### src/rtl/ring_counter_sync.sv
// Ring-oscillator edge counter with gated/single-shot windows,
// Gray-coded live count and toggle-handshake snapshot.
module ring_counter_sync #(
  parameter int COUNT_BITS  = 24,
  parameter int SYNC_STAGES = 2,
  parameter bit SATURATE    = 1'b1
) (
  input  logic                  ring_clk,
  input  logic                  counter_resetb,
  input  logic [1:0]            mode_i,
  input  logic                  gate_i,
  input  logic                  snap_req_i,
  output logic                  snap_ack_o,
  output logic [COUNT_BITS-1:0] snap_value_o,
  output logic [COUNT_BITS-1:0] count_gray_o,
  output logic                  overflow_o,
  output logic                  done_o
);

  typedef enum logic [1:0] {
    S_IDLE,
    S_COUNT,
    S_DONE
  } state_t;

  localparam logic [COUNT_BITS-1:0] ALL_ONES = '1;
  localparam logic [COUNT_BITS-1:0] ONE = COUNT_BITS'(1);

  logic [SYNC_STAGES-1:0] gate_sync;
  logic [SYNC_STAGES-1:0] req_sync;
  logic [SYNC_STAGES:0]   fill;
  logic                   gate_d;
  logic                   req_d;
  logic                   gate_s;
  logic                   req_s;
  logic                   rise;
  logic                   snap_evt;
  logic [COUNT_BITS-1:0]  count;
  logic [COUNT_BITS-1:0]  count_inc;
  logic                   at_max;
  logic                   m_free;
  logic                   m_gated;
  logic                   m_shot;
  logic                   do_inc;
  state_t                 state;

  assign gate_s   = gate_sync[SYNC_STAGES-1];
  assign req_s    = req_sync[SYNC_STAGES-1];
  assign snap_evt = req_s ^ req_d;

  // gate_d only holds a real sample once the chain has refilled after
  // reset, so a gate left high across reset is not seen as a rise.
  assign rise = gate_s & ~gate_d & fill[SYNC_STAGES];

  assign at_max    = (count == ALL_ONES);
  assign count_inc = at_max ? (SATURATE ? ALL_ONES : '0) : count + ONE;

  assign m_free  = (mode_i == 2'd0);
  assign m_gated = (mode_i == 2'd1);
  assign m_shot  = (mode_i == 2'd2);

  always_comb begin
    do_inc = 1'b0;
    unique case (1'b1)
      m_free:  do_inc = 1'b1;
      m_gated: do_inc = gate_s;
      m_shot:  do_inc = gate_s & (state == S_COUNT);
      default: do_inc = 1'b0;
    endcase
  end

  always_ff @(posedge ring_clk or negedge counter_resetb) begin
    if (!counter_resetb) begin
      gate_sync <= '0;
      req_sync  <= '0;
      fill      <= '0;
      gate_d    <= 1'b0;
      req_d     <= 1'b0;
    end else begin
      gate_sync <= {gate_sync[SYNC_STAGES-2:0], gate_i};
      req_sync  <= {req_sync[SYNC_STAGES-2:0], snap_req_i};
      fill      <= {fill[SYNC_STAGES-1:0], 1'b1};
      gate_d    <= gate_s;
      req_d     <= req_s;
    end
  end

  always_ff @(posedge ring_clk or negedge counter_resetb) begin
    if (!counter_resetb) begin
      count        <= '0;
      count_gray_o <= '0;
      snap_value_o <= '0;
      snap_ack_o   <= 1'b0;
      overflow_o   <= 1'b0;
      done_o       <= 1'b0;
      state        <= S_IDLE;
    end else begin
      count_gray_o <= count ^ (count >> 1);
      if (snap_evt) begin
        snap_value_o <= count;
        snap_ack_o   <= ~snap_ack_o;
      end
      if (do_inc) begin
        count <= count_inc;
        if (at_max) overflow_o <= 1'b1;
      end
      if (!m_shot) begin
        state  <= S_IDLE;
        done_o <= 1'b0;
      end else begin
        unique case (state)
          S_IDLE: begin
            if (rise) begin
              count      <= ONE;
              overflow_o <= 1'b0;
              state      <= S_COUNT;
            end
          end
          S_COUNT: begin
            if (!gate_s) begin
              state  <= S_DONE;
              done_o <= 1'b1;
            end
          end
          S_DONE: begin
            if (rise) begin
              count      <= ONE;
              overflow_o <= 1'b0;
              done_o     <= 1'b0;
              state      <= S_COUNT;
            end
          end
          default: state <= S_IDLE;
        endcase
      end
    end
  end

endmodule

### config.mk
export PLATFORM = sky130hd
export DESIGN_NAME = ring_counter_sync
export DESIGN_NICKNAME = d
export VERILOG_FILES = /design/src/rtl/ring_counter_sync.sv
export SDC_FILE = /design/constraint.sdc
export NUM_CORES = 1
export LEC_CHECK = 0
export CORE_MARGIN = 2
export CORE_UTILIZATION = 59
export CTS_BUF_LIST = sky130_fd_sc_hd__clkbuf_2 sky130_fd_sc_hd__clkbuf_4 sky130_fd_sc_hd__clkbuf_8
export DETAILED_ROUTE_END_ITERATION = 10
export PLACE_DENSITY = 0.89
export SYNTH_ARGS = -nofsm -noshare
export SYNTH_HDL_FRONTEND = slang
export SYNTH_SLANG_ARGS = --single-unit
### constraint.sdc
create_clock -name ring_clk -period 5.35 [get_ports ring_clk]
set_input_delay 1.07 -clock ring_clk [delete_from_list [all_inputs] [get_ports ring_clk]]
set_output_delay 1.07 -clock ring_clk [all_outputs]
set_load 0.03 [all_outputs]
==> impl_results.rst <==
.. list-table::
   :header-rows: 1

   * - Metric
     - Value
   * - Number of iterations in the first detailed-routing pass
     - 4
   * - I/O pin total
     - between 50 and 60
   * - Worst IR drop on VDD
     - 264.9 uV
   * - Final cycle utilization of the critical path
     - between 60% and 70%
   * - Maximum net fanout on the critical path
     - 17
   * - Count of instances resized after the clock tree is built
     - 0
   * - Seq pwr share
     - 48.9%
   * - Post-Layout Inst Area
     - approximately 4400 um2
   * - Total net switching power
     - 0.0005306 W
   * - Post-synthesis sequential area ratio
     - roughly three fifths
   * - Critical path buffers and inverters
     - 1
   * - Overall via count from detail_route
     - 2,456
   * - Later-pin clock latency in the skew report
     - roughly 350 ps
   * - Leak
     - 1.981 nW
   * - Die Span X
     - 81.87 um
   * - CTS tree
     - built
   * - Setup violators final
     - 0
   * - Synth Cell Area
     - between 3000 and 4000 um2
   * - Cells after Synth
     - about 270
   * - Largest buffer count on any clock path
     - 2
   * - Core occupancy in the finished layout
     - between 70 and 80%
   * - Max capacitance violation total
     - 0
   * - Global-route wire length before repair
     - 11,700 um
   * - # fillers
     - 406
   * - CTS Buf Count
     - 9
   * - Most frequently used cell type in the post-synthesis netlist
     - dfrtp_1
   * - Number of antenna violations at the first check in global routing
     - 0
   * - Global-route total usage across every layer
     - 23.74%
   * - Cell types with the highest counts after synthesis
     - dfrtp_1, mux2_2, ha_1
   * - Class of the most critical setup path
     - input pin to flop
   * - Net count, final
     - between 300 and 400
   * - Sort of element at the start of the critical path
     - input pin
   * - Die outline height
     - ~80 um
   * - Run status
     - finished, final reports clean
   * - Worst-path cell with the longest stage delay
     - nand3_1
   * - Data arrival time at the worst-slack endpoint
     - 3570 ps
   * - Placer Congestion
     - around 0.87
   * - Final count of hold timing violations
     - 0
   * - Overall Power
     - 0.001666 W
   * - Share of layout cells above drive strength 1
     - ~14%
   * - Count of antenna-violating nets left after detailed routing
     - 0
   * - Detail-routed via count per cell
     - 5.976
   * - First-iteration detailed-routing DRC count
     - ~230
   * - CTS root buf
     - clkbuf_8
   * - Post-place setup slack
     - approximately 1700 ps
   * - Detailed-route wire length
     - roughly 7000 um
   * - Cell Chain, Critical Path
     - clkdlybuf4s50_1, nand2b_1, o22ai_1, nand3_1, a31oi_1
   * - Delay of the slowest critical-path stage
     - ~780 ps
   * - Register bit count reported by yosys
     - 86
   * - Total placed instance area
     - about 4200 um2
   * - # DRC
     - 0
   * - Clock H-tree levels
     - 3
   * - Area of the multi-input gates
     - about 1400 um2
   * - Total grt overflow
     - 0
   * - Slew Viols, Final
     - 0
   * - Post-CTS Setup Inserts
     - 0
   * - Fraction of power spent switching nets
     - a little under a third
   * - CTS clock-pin slew for the worst setup and hold paths
     - approximately 80 ps
   * - Setup repair after global routing missed its margin
     - false
   * - Synth area leaders
     - dfrtp_1, ha_1, mux2_2
   * - Top delay family on crit path
     - compound AO/OA/AOI/OAI gates
   * - Setup ws final
     - between 2000 and 2500 ps
   * - Die footprint
     - around 6700 um2
   * - Fmax
     - 302.8 MHz
   * - Crit. End Element
     - flop
   * - Transition time at the pin with the least slew margin
     - 1042 ps
   * - Biggest area consumer among synthesized cells
     - dfrtp_1
   * - Area grow syn2layout
     - 22.00%
   * - Max Clock Skew
     - roughly 8 ps
   * - Power Internal
     - about 0.0011 W
   * - Number of flops mapped to enable cells by yosys
     - 0
   * - Number of global-route vias before repair
     - 2,454
   * - Count of hold-fix buffers inserted at cts
     - 0
   * - Yosys warning total
     - 0
   * - Worst min path class
     - flop to flop
   * - Maximum number of pins on one net before global-route repair
     - between 80 and 90
   * - Worst Path Required
     - approximately 5600 ps
   * - Wirelength per Cell
     - about 17 um
   * - Clock period minus final worst setup slack
     - about 3300 ps
   * - Post-detail-place hpwl
     - between 4000 and 5000 um
   * - Combinational group share of total power
     - between 20% and 30%
   * - Sequential cell area
     - roughly 2200 um2
   * - Top-area cell type share of the netlist area
     - 60.16%
   * - Setup tns final
     - 0 ps
   * - Power density normalized to cell area
     - between 300 and 400 nW/um2
   * - Proportion of synthesized flip-flops having asynchronous set or reset
     - 100.0%
   * - Initial core utilization
     - about three fifths
   * - Worst-case headroom to the max-slew limit
     - between 30 and 40%
   * - Main synth FF type
     - dfrtp_1
   * - Antenna cell count
     - 0
   * - Clock network power share
     - around 24%
   * - Synthesized area per cell
     - between 10 and 15 um2
   * - Number of standard-cell rows in the floorplan
     - 28
   * - Std-Cell Core Area
     - ~6000 um2
   * - Input/output buffers
     - 56
   * - Clock sink count
     - between 80 and 90
   * - Post-Syn Nets
     - 303
   * - Number of distinct library cells after synthesis
     - 43
layer usage:
metal	wire [um]	GRT usage [%]	vias to the layer above	share of wire, %
met2	3588	38.62	73	51
met5	0	0	-	0
li1	-	-	1135	-
met1	3033	30.40	1236	43
met3	342	6.484	12	4.8
met4	138	9.333	0	1.9
worst paths after layout:
check | startpoint | end | slack, ps | cells after the start
max | mode_i[0] | count[17] | 2050 | 5
min | fill[0] | fill[1] | 350 | 0
max reg2reg | state[1] | count[17] | 2730 | 4
min reg2reg | fill[0] | fill[1] | 350 | 0
max in group asynchronous | counter_resetb | fill[2] | 3780 | 1
min in group asynchronous | counter_resetb | snap_value_o[12] | 880 | 1
flip-flops by register name (all words and copies together), names as in the netlist:
name          flops
req_sync          2
snap_value_o     24
count            24
gate_sync         2
req_d             1
fill              3
snap_ack_o        1
state             2
overflow_o        1
gate_d            1
count_gray_o     24
done_o            1
power by group through the flow:
| stage | clock (W) | combinational, W | sequential, W |
|---|---|---|---|
| finish | 0.000404 | 0.000447 | 0.000814 |
| CTS | 0.000414 | 0.000453 | 0.000815 |
| detailed placement | 0 | 0.000453 | 0.000828 |
| global route | 0.000439 | 0.000484 | 0.000828 |
| global placement | 0 | 0.000436 | 0.000823 |
| floorplan | 0 | 0.000120 | 0.000953 |
final cells by class:
cell class	instances	share of cell area (%)
Clock buffer	13	3.670
Inverter	9	0.7741
Tap cell	75	2.150
Multi-Input combinational cell	170	30.96
Clock inverter	1	0.1720
Sequential cell	86	49.31
Timing Repair Buffer	57	12.96
per-stage QoR:
stage,instances,hold WS (ps)
after CTS,411,353.7
final,411,352.5
after global placement,397,331.2
after floorplan,274,331.2
after detailed placement,397,335.8
after global routing,411,365.1
cell families after synthesis:
logic type | synth area share (%)
simple gates | 11.89
xor+xnor | 0.7347
buf+inv | 2.273
mux | 7.555
fa+ha+maj | 8.045
other cells | 0.1048
compound gates | 9.234
flops | 60.16
placed cells by master (no fill, tap or decap), types with 2 or more instances in the layout:
cell / Yosys / final
clkbuf_8: 0 / 10
nand4_1: 5 / 5
ha_1: 23 / 23
dfrtp_1: 86 / 86
o311ai_0: 3 / 3
nand2_1: 14 / 14
o21ai_0: 7 / 7
o211a_1: 2 / 2
or3_1: 7 / 7
or4_1: 10 / 10
xnor2_1: 3 / 2
nand2b_1: 4 / 4
a311oi_1: 2 / 2
buf_4: 0 / 2
and3_1: 3 / 3
nand3_1: 7 / 7
nor3_1: 3 / 3
nor2b_1: 4 / 4
clkdlybuf4s50_1: 0 / 55
inv_1: 9 / 9
o22ai_1: 2 / 2
a21oi_1: 2 / 2
mux2_2: 24 / 24
and2_1: 5 / 5
clkbuf_4: 0 / 3
o31ai_1: 6 / 6
a31oi_1: 17 / 17
Power figures use the tool's default switching activity.
